## src/rtl/scs8hd_lpflow_lsbuf_hl_xfer.sv

```systemverilog
// High-to-low domain word transmitter.
// Releases isolation once the low rail is reported good and settled, then moves
// each word across with a 4-phase req/ack handshake. Power loss or a stalled
// handshake drops back to the clamped (isolated) state.
module scs8hd_lpflow_lsbuf_hl_xfer #(
    parameter int WIDTH       = 8,
    parameter int SETTLE_CYC  = 4,
    parameter int ACK_TIMEOUT = 15
) (
    input  logic             CLK,
    input  logic             RESET,
    input  logic             lowpwr_good,
    input  logic             in_valid,
    output logic             in_ready,
    input  logic [WIDTH-1:0] in_data,
    output logic             ls_req,
    output logic [WIDTH-1:0] ls_data,
    input  logic             ls_ack,
    output logic             iso_en,
    output logic             busy,
    output logic             err_timeout,
    output logic             err_drop
);

    // One counter serves both the settle delay and the handshake timeout, so it
    // is sized for whichever of the two needs more bits.
    localparam int TW = $clog2(ACK_TIMEOUT + 1);
    localparam int SW = $clog2(SETTLE_CYC + 1);
    localparam int CW = (TW > SW) ? TW : SW;

    localparam logic [CW-1:0] SETTLE_LOAD = CW'(SETTLE_CYC - 1);
    localparam logic [CW-1:0] TO_LAST     = CW'(ACK_TIMEOUT - 1);

    typedef enum logic [2:0] {
        ST_ISO,
        ST_SETTLE,
        ST_IDLE,
        ST_REQ,
        ST_REL
    } state_t;

    logic             pg_meta_q, pg_s_q;
    logic             ack_meta_q, ack_s_q;

    state_t           state_q, state_d;
    logic [CW-1:0]    cnt_q, cnt_d;
    logic [WIDTH-1:0] data_q, data_d;
    logic             iso_q, ready_q, req_q, busy_q, to_q, drop_q;
    logic             to_d, drop_d;

    // Two-flop synchronizers for the asynchronous rail-good and ack inputs.
    always_ff @(posedge CLK or posedge RESET) begin
        if (RESET) begin
            pg_meta_q  <= 1'b0;
            pg_s_q     <= 1'b0;
            ack_meta_q <= 1'b0;
            ack_s_q    <= 1'b0;
        end else begin
            pg_meta_q  <= lowpwr_good;
            pg_s_q     <= pg_meta_q;
            ack_meta_q <= ls_ack;
            ack_s_q    <= ack_meta_q;
        end
    end

    // Next-state logic; power loss outranks everything, including a timeout.
    always_comb begin
        state_d = state_q;
        cnt_d   = cnt_q;
        data_d  = data_q;
        to_d    = 1'b0;
        drop_d  = 1'b0;
        if (!pg_s_q && (state_q != ST_ISO)) begin
            state_d = ST_ISO;
            data_d  = '0;
            drop_d  = (state_q == ST_REQ) || (state_q == ST_REL);
        end else begin
            case (state_q)
                ST_ISO: begin
                    data_d = '0;
                    if (pg_s_q) begin
                        state_d = ST_SETTLE;
                        cnt_d   = SETTLE_LOAD;
                    end
                end
                ST_SETTLE: begin
                    // A stale ack from before isolation must clear before opening up.
                    if (cnt_q != '0) begin
                        cnt_d = cnt_q - 1'b1;
                    end else if (!ack_s_q) begin
                        state_d = ST_IDLE;
                    end
                end
                ST_IDLE: begin
                    if (in_valid && ready_q) begin
                        data_d  = in_data;
                        state_d = ST_REQ;
                        cnt_d   = '0;
                    end
                end
                ST_REQ: begin
                    if (ack_s_q) begin
                        state_d = ST_REL;
                        cnt_d   = '0;
                    end else if (cnt_q == TO_LAST) begin
                        state_d = ST_ISO;
                        data_d  = '0;
                        to_d    = 1'b1;
                    end else begin
                        cnt_d = cnt_q + 1'b1;
                    end
                end
                ST_REL: begin
                    if (!ack_s_q) begin
                        state_d = ST_IDLE;
                    end else if (cnt_q == TO_LAST) begin
                        state_d = ST_ISO;
                        data_d  = '0;
                        to_d    = 1'b1;
                    end else begin
                        cnt_d = cnt_q + 1'b1;
                    end
                end
                default: begin
                    state_d = ST_ISO;
                    data_d  = '0;
                end
            endcase
        end
    end

    // State register with outputs decoded from the next state so they are glitch-free flops.
    always_ff @(posedge CLK or posedge RESET) begin
        if (RESET) begin
            state_q <= ST_ISO;
            cnt_q   <= '0;
            data_q  <= '0;
            iso_q   <= 1'b1;
            ready_q <= 1'b0;
            req_q   <= 1'b0;
            busy_q  <= 1'b0;
            to_q    <= 1'b0;
            drop_q  <= 1'b0;
        end else begin
            state_q <= state_d;
            cnt_q   <= cnt_d;
            data_q  <= data_d;
            iso_q   <= (state_d == ST_ISO) || (state_d == ST_SETTLE);
            ready_q <= (state_d == ST_IDLE);
            req_q   <= (state_d == ST_REQ);
            busy_q  <= (state_d == ST_REQ) || (state_d == ST_REL);
            to_q    <= to_d;
            drop_q  <= drop_d;
        end
    end

    assign in_ready    = ready_q;
    assign ls_req      = req_q;
    assign ls_data     = data_q;
    assign iso_en      = iso_q;
    assign busy        = busy_q;
    assign err_timeout = to_q;
    assign err_drop    = drop_q;

endmodule

```

## config.mk

```make
export PLATFORM = sky130hd
export DESIGN_NAME = scs8hd_lpflow_lsbuf_hl_xfer
export DESIGN_NICKNAME = d
export VERILOG_FILES = /design/src/rtl/scs8hd_lpflow_lsbuf_hl_xfer.sv
export SDC_FILE = /design/constraint.sdc
export NUM_CORES = 1
export LEC_CHECK = 0
export ABC_AREA = 1
export BUFFER_PORTS_ARGS = -buffer_cell sky130_fd_sc_hd__buf_4
export CORE_MARGIN = 4
export CORE_UTILIZATION = 55
export DETAILED_ROUTE_END_ITERATION = 7
export PLACE_DENSITY = 0.8
export SLEW_MARGIN = 0
export SYNTH_ARGS = -nofsm -noshare
export SYNTH_HDL_FRONTEND = slang
export SYNTH_SLANG_ARGS = --single-unit
```

## constraint.sdc

```tcl
create_clock -name CLK -period 3.18 [get_ports CLK]
set_input_delay 0.318 -clock CLK [delete_from_list [all_inputs] [get_ports CLK]]
set_output_delay 0.318 -clock CLK [all_outputs]
set_load 0.1 [all_outputs]
```

# After elaboration in Yosys (flattened, before gate mapping)
# Cells that the tools add are included.
# word_totals
reg_bits,25
mem_bits_rw,0
rom_bits,0
n_memories,0
input_bits,13
latchBits,0
# op_classes
n_div,0
muxes,28
multipliers,0
n_eq_ne,17
add_sub_neg,2
n_shift,0
bitwise,1
reduce_logical,13
n_lt_le_gt_ge,0
# ops
cell,n
8-bit two-way mux,5
8-bit case mux with 4 select lines,1
3-bit two-way mux,8
4-bit two-way mux,6
4-bit case mux with 5 select lines,1
3-bit case mux with 5 select lines,1
3-bit by 2-bit equality test with 1-bit output (second input constant),4
2-bit != test (second input constant),5
3-bit != test (second input constant),3
3-bit by 1-bit equality test with 1-bit output (second input constant),2
3-bit equality test (second input constant),2
3-bit zero test,2
6-bit AND reduction,1
1-bit two-way mux,5
5-bit nonzero test,1
4-bit by 1-bit adder with 4-bit output (second input constant),1
4-bit equality test (second input constant),1
4-bit AND reduction,1
4-bit nonzero test,1
4-bit by 1-bit subtractor with 4-bit output (second input constant),1
1-bit logical OR,3
3-bit nonzero test,1
1-bit logical AND,2
1-bit case mux with 2 select lines,1
other kinds (2),2

# Longest topological paths before layout
# Gate-level depths: netlist of run 1.
# depth
ltp_word,7
ltp_mapped,10
mapped_depth_nobuf,9

# Worst setup path after synthesis of run 1
# No wires, ideal clock.
# synth_timing
path_type,flip-flop to flip-flop
startpoint,"reg ready_q, in the netlist in_ready"
endpoint,reg cnt_q[0]
n_path_buf,0
t_arrival_ns,1.545
required_ns,3.063
path_slack_ns,1.518
setup_time_ns,0.117
period_less_slack_ns,1.662
path_stages_with_launch,8
path_cell_list,dfrtp_1 -> nand2_1 -> nand2_1 -> nand2_2 -> nor3_4 -> inv_2 -> nand2_1 -> nand2_1
# synth_between
elab_chain_cells,3
# synth_rtl
element,line_no,source
from (decl),48,"logic iso_q, ready_q, req_q, busy_q, to_q, drop_q;"
from (signal assigned),149,ready_q <= (state_d == ST_IDLE);
1-bit logical AND,95,if (in_valid && ready_q) begin
2-bit != test (no line),--,
6-bit AND reduction (no line),--,
to (signal assigned),146,cnt_q <= cnt_d;
to (decl),46,"logic [CW-1:0] cnt_q, cnt_d;"
# No other way between the ends.
# A chain may end at the register's enable or synchronous reset.

# Worst setup path after layout of run 1
# layout_timing
startpoint,reg cnt_q[0]
endpoint,"reg data_q[2], in the netlist ls_data[2]"
# layout_between
elab_chain_cells,5
# layout_rtl
element,line_no,source
4-bit equality test *,"105, 116",
8-bit two-way mux *,--,
"8-bit two-way mux, on equally long branches",--,
8-bit case mux with 4 select lines *,--,
8-bit two-way mux *,--,
to (signal assigned),147,data_q <= data_d;
to (decl),47,"logic [WIDTH-1:0] data_q, data_d;"
# Every way passes the cells marked *; elsewhere a longest branch is shown, timed or not. The select of a mux whose other input is x is not followed.

==> out/summary.md, run 1 <==
The fraction of layout cells with a size suffix above 1 was 22.2%. The tools report the startpoint type of the worst setup path as a register. The cell area after placement came out at 1510 sq um. Element type at the critical path end: a register. In the global route stage, overall resource usage came out at 19.1%.

For the worst setup path, the data arrival time is 2050 ps. The largest buffer count on any clock path is 2. The die span in x came out at 56.6 um. The clock reaches the later pin of the worst-skew pair after 310 ps. The via count is 1177, and the number of antenna repair diodes is 0. Sorting the synthesized cells by area gives the leading types as sky130_fd_sc_hd__dfrtp_1 (46%), sky130_fd_sc_hd__nand2_1 (12%), sky130_fd_sc_hd__nand3_1 (10%), sky130_fd_sc_hd__inv_1 (4.6%), sky130_fd_sc_hd__nor2_1 (4.1%). The synthesized netlist occupies a cell area of 1300 sq um.

Clock tree root driver cell: sky130_fd_sc_hd__clkbuf_4. For this design the ratio of total power to cell area is 763 nW/um^2. Depth of the CTS H-tree: 1. Measured on the finished design, the core utilization comes to 68.7%. In the routed design, unresolved DRC markers number 0. The mean instance size in the synthesized netlist is 8.06 sq um. The initial core utilization is 58.1%, and the sequential share of the synthesized area is 48.3%. The layout net count is 207.

The number of gates resized after CTS was 0. The placer congestion estimate was 0.890. For the number of buffers inserted during clock tree synthesis, the log shows 3. Summing all non-filler instances in the final layout gives an area of 1540 sq um. The wire length of the first global-routing pass is 4.94 mm, and the total number of yosys warnings is 0. Buffers added to address setup during post-CTS repair amount to 0. The count of final max-slew check failures is 0. Setup violations remaining at the end of the flow were counted as 0. The tool flagged a number of max-cap violations equal to 0. The global-route congestion overflow total was 0; the post-synthesis to final-layout area growth was 18.3%.

After technology mapping, the gate count stands at 161. The die covers 3200 sq um. The count of buffers added on input and output ports is 26. The clock-pin slew reported for the worst setup and hold paths after clock tree synthesis is 130 ps. Setup repair after global routing left no endpoint under its margin. In this run, post-CTS hold repair placed 0 buffers. The slowest stage of the critical path is the sky130_fd_sc_hd__dfrtp_1 cell. The run finished with clean final reports.

Once detail routing completed, the nets flagged for antenna violations numbered 0. The total nets after synthesis was 178. The run gives 546 MHz as the maximum clock frequency. For the half-perimeter wire length after placement, the log shows 2.19 mm. Using the TritonRoute via totals, the vias-per-cell ratio works out to 5.42. The filler cells instantiated in the layout total 199. The top cell type by area accounts for 46.3% of the synthesized area. Synthesis instantiated 24 different standard cells from the library. For this design the static power due to leakage is 0.852 nW. Among cell families on the critical path, the largest total delay comes from simple AND/OR/NAND/NOR gates.

The register bit count reported by yosys is 25, and the number of rows in the core area is 17. sky130_fd_sc_hd__dfrtp_1 takes more of the synthesized area than any other cell. For this block, the initial DRC count from the detailed router was 23. STA puts the critical path data required time at 3400 ps.

The floorplan die height came out at 56.6 um. The largest single stage delay on the critical path is 460 ps. 27 I/O pins were placed. The worst-margin pin slew was 908 ps. The peak ir drop on the vdd network came out at 557 uV. After layout, the worst path uses 57.6% of the clock period. The count of endpoints failing hold in the final timing report came out at 0. Entering global routing, the biggest net connects 26 pins. The cell that appears most often on the critical path is sky130_fd_sc_hd__nand3_1.

Across the routed clock network, the largest skew measured is 8.06 ps. The sum of buffers and inverters on the critical path is 1. By startpoint and endpoint, the worst setup path is classified as register to register. Counting I/O delays and the setup requirement, the final critical path takes 1830 ps.

For the number of antenna violations at the first check in global routing, the log shows 0. In the final timing run, aggregate negative setup slack is 0 ps. TritonCTS built the clock tree.

The maximum fanout count along the critical path is 8. The number of global-route vias before repair was 1190. The core region is 2230 sq um. The first TritonRoute pass finished after 4 iterations.

The tools report the final routed wirelength across all metal layers as 2.84 mm. The relative max-transition margin was 39.4%; the wire length per cell after detailed routing was 13.1 um. The signal on the critical path passes through inv_1 > ha_1 > nand3_1 > o21ai_0 > nand2_2 > nand3_1 > nand2_1. Clock tree synthesis found a total of 25 sinks. The worst hold path belongs to the class input port to register.
-- cell type report --
cell class | count | area, sq um | share of cell area (%)
Tap cell | 28 | 35.0 | 2.28
Multi-Input combinational cell | 114 | 574 | 37.4
Clock buffer | 4 | 26.3 | 1.71
Sequential cell | 25 | 627 | 40.8
Inverter | 20 | 77.6 | 5.05
Timing Repair Buffer | 26 | 195 | 12.7
-- report_power, final --
part           internal [mW]  switching (mW)
registers              0.374          0.0649
clock network         0.0490          0.0865
logic                  0.171           0.427
-- worst reg2reg max path, cell delays in order, from the launching register on --
cell	delay [ps]
sky130_fd_sc_hd__dfrtp_1	460
sky130_fd_sc_hd__inv_1	210
sky130_fd_sc_hd__ha_1	240
sky130_fd_sc_hd__nand3_1	220
sky130_fd_sc_hd__o21ai_0	290
sky130_fd_sc_hd__nand2_2	160
sky130_fd_sc_hd__nand3_1	100
sky130_fd_sc_hd__nand2_1	60
-- cell families (layout without fill, tap and decap cells) --
family	after synthesis	in the layout	synth area share, %
buf+inv	22	50	7.43
compound gates	12	12	5.11
flops	25	25	48.3
simple gates	97	97	34.6
fa+ha+maj	4	4	3.86
xor+xnor	1	1	0.675
-- metal layers --
layer,track usage (%),share of wire [%]
met2,32.8,50
met5,0,0
met4,6.44,2.2
met1,23.8,41
met3,3.68,6.4
-- registers in the layout, summed over array words and instances, names as in the netlist --
signal       count
err_timeout      1
iso_en           1
ack_s_q          1
pg_s_q           1
in_ready         1
pg_meta_q        1
ack_meta_q       1
ls_req           1
busy             1
err_drop         1
state_q          3
cnt_q            4
ls_data          8
-- final timing paths --
path / startpoint / slack [ps] / to / cells after the start
worst max-delay path: cnt_q[0] / 1350 / ls_data[2] / 7
worst min-delay path: ls_ack / 110 / ack_meta_q / 1
worst max register to register: cnt_q[0] / 1350 / ls_data[2] / 7
worst min register to register: pg_meta_q / 370 / pg_s_q / 0
max in group asynchronous: RESET / 2430 / busy / 2
min in group asynchronous: RESET / 190 / cnt_q[0] / 2
-- cell usage after synthesis, drive strengths merged --
master,n
nand4,6
o21ai,8
nor3,3
xnor2,1
dfrtp,24
nor2,16
a21oi,1
buf,2
inv,20
dfstp,1
a31oi,1
a211oi,1
nand3,28
o21a,1
nand2,44
ha,4
-- stage by stage --
stage               power (mW)  setup WS, ps  hold WS (ps)  std cells
floorplan                0.922          1520           331        161
global placement          1.01          1560           334        213
detailed placement        1.04          1410           340        213
CTS                       1.17          1380           104        217
global route              1.27          1220          80.8        217
finish                    1.17          1350           110        217
-- cell usage in the layout (no fill, tap or decap), drive strengths merged, types with 3 or more instances in the layout --
cell type	n
buf	26
clkbuf	4
dfrtp	24
ha	4
inv	20
nand2	44
nand3	28
nand4	6
nor2	16
nor3	3
o21ai	8
Power figures use the tool's default switching activity.
==> run 2: changes to the inputs <==
- CORE_UTILIZATION: 55 -> 48
- PLACE_DENSITY: 0.8 -> 0.74
- clock period: 3.18 -> 1.5 ns (I/O delays scaled with it)
==> run 2 against run 1 <==
Net effect:
- wire length is 6.3% higher
- first-iteration DRC count is 52% higher
- register-to-register slack got worse by 1300 ps
- clock power grew 130%
- setup slack worse by 1300 ps
- count of clock-buffer cells in the layout is 1 lower
- non-clock buffer count grew 14
- critical path type unchanged
- critical path depth grew 1
- sequential cell count did not move
- cell area is 14% higher
- die area increased by 12%
- cell count grew 7.4%
==> out/summary.md, run 2 (synthesis results as in run 1) <==
The area growth from synthesis to layout is 35.2%. Static leakage power: 0.918 nW. For the met2 global-route usage, the log shows 28.4%.

The first TritonRoute pass finished after 4 iterations. For this block, the initial DRC count from the detailed router was 35. The final routed wirelength across all metal layers is 3.01 mm, and the floorplan die height is 60.0 um. Die span in x: 60.0 um.

The initial core utilization is 51.4%, and the maximum fanout count along the critical path is 5. The classification of the worst-slack hold path is input port to register. Setup repair after global routing could not meet its margin everywhere. For the core outline area, the log shows 2520 sq um.

The run finished with clean final reports. Of the available clock period, the critical path in the final layout requires 94.6%. At the later pin of the worst-skew pair, clock insertion delay measures 320 ps.

The final critical-path required period was 1420 ps. In this run the clock root is driven by a sky130_fd_sc_hd__clkbuf_4. The logs give 0 for the number of antenna violations at the first check in global routing and 55.8% for the part of the power in combinational logic. On the worst path, the slowest cell contributes a delay of 480 ps.

The setup path with the least slack is of type register to register. The maximum number of pins on one net before global-route repair is 26. The I/O pin count was 27; the final core utilization was 69.5%. The startpoint type of the worst setup path is a register. The via count came out at 1211. The count of final max-slew check failures is 0, and the flip-flop count of the largest register, all copies and words added is 8. The internal power summed over all cells was 1.44 mW; the maximum clock frequency was 705 MHz.

In this run the cell area measured after placement is 1570 sq um. The largest buffer count on any clock path came out at 2. The reported net switching power was 1.41 mW. The run gives 1159 as the number of global-route vias before repair. In the final layout, the share of cells above drive strength 1 is 37.9%. Summing all non-filler instances in the final layout gives an area of 1750 sq um.

met2 is the most crowded layer. The element type at the critical path end is a register. Hold is met by 47.0 ps. In the global route stage, met1 resource usage came out at 23.3%. The wire length of the first global-routing pass was 4.76 mm; the max-capacitance violation count was 0. The critical path's slowest cell is sky130_fd_sc_hd__dfrtp_2. For the worst clock skew on the final layout, the log shows 12.0 ps. The global-route congestion overflow total was 0; the final-report setup violation count was 0. The number of rows in the core area is 18, and the all-layer global routing usage is 17.1%.

TritonCTS built the clock tree. IR analysis of the VDD net gives a maximum drop of 1270 uV. Vias per cell: 5.20. The data required time of the worst path was 1780 ps; the relative contribution of sequential cells to total power was 33.2%.

The run gives 0 as the number of antenna repair diodes. The met3 global-route usage is 2.16%, and the remaining antenna violation count is 0. Clock-pin slew reported for the worst setup and hold paths after clock tree synthesis: 150 ps. The count of endpoints failing hold in the final timing report was 0; the area of the die was 3600 sq um. The number of clock buffers added by TritonCTS is 3. The net count of the finished layout is 221. Traced cell by cell, the critical path runs through inv_2 > buf_4 > nand3_2 > inv_2 > o21ai_0 > nand4_1 > nand3_1 > inv_1.

Leaving out fill and tap cells, the most frequent cells in the layout are sky130_fd_sc_hd__nand2_1 (37), sky130_fd_sc_hd__buf_4 (37), sky130_fd_sc_hd__nand3_1 (21). The depth of the CTS H-tree is 1, and the number of buffers inserted by port buffering is 26. In this run switching power makes up 49.4% of total power.

The most repeated library cell on the critical path was sky130_fd_sc_hd__inv_2. The logs give 78.4% for the relative max-transition margin and 25 for the number of clock sinks seen by CTS. The half-perimeter wire length after placement was 2.16 mm; the wire length per cell after detailed routing was 12.9 um.

In the routed design, unresolved DRC markers number 0. Placer congestion estimate: 0.888. Of the total power, the clock network draws 10.9%.

The worst-margin pin slew was 322 ps. Data on the critical path arrives at its endpoint at 1690 ps. Power spread over the standard cell area amounts to 1620 nW/um^2.
run 2: timing repair:
action	CTS	global route
buffers inserted	0	4
hold buffers	3	0
pin swaps	1	8
gates resized for setup	3	30
endpoints found under the setup margin	12	17
endpoints found under the hold margin	26	0
run 2: final cells by class:
| type | instances | area [sq um] |
|---|---|---|
| Sequential cell | 25 | 633 |
| Tap cell | 30 | 37.5 |
| Clock buffer | 3 | 22.5 |
| Clock inverter | 1 | 7.51 |
| Timing Repair Buffer | 40 | 308 |
| Inverter | 20 | 77.6 |
| Multi-Input combinational cell | 114 | 668 |
| Fill cell | 208 | 768 |
run 2: worst paths after layout:
kind	depth (start not counted)	end	from	slack [ps]
setup reg to reg	8	ls_req	state_q[2]	80
setup / recovery	8	ls_req	state_q[2]	80
hold reg to reg	0	pg_s_q	pg_meta_q	370
hold / removal	3	ls_data[1]	in_data[1]	50
min in group asynchronous	4	err_timeout	RESET	420
max in group asynchronous	4	iso_en	RESET	800
run 2: worst max-delay path: cells and delay by family, from the launching register on:
family	cells	cell delay [ps]
buffers and inverters	4	430
AOI/OAI and AO/OA	1	90
and+or+nand+nor	3	370
DFF	1	480
run 2: power groups by stage:
stage	clock network (mW)	registers (mW)	logic, mW
floorplan	0	1.13	0.826
global placement	0	0.919	1.36
detailed placement	0	0.923	1.39
CTS	0.321	0.915	1.41
global route	0.346	0.965	1.74
finish	0.311	0.946	1.59
run 2: through the flow:
step	total power, mW	setup slack [ps]	cells	TNS, ps
5_1_grt	3.05	-30.9	233	-162
3_5_place_dp	2.32	-20.8	222	-74.1
3_3_place_gp	2.27	33.0	222	0
4_1_cts	2.65	10.5	229	0
2_1_floorplan	1.96	46.2	161	0
6_report	2.85	81.3	233	0
run 2: metal layers:
metal	vias to the layer above	part of all wire (%)
met1	573	45
met4	0	0.33
met2	30	50
li1	606	-
met3	2	4.7
met5	-	0
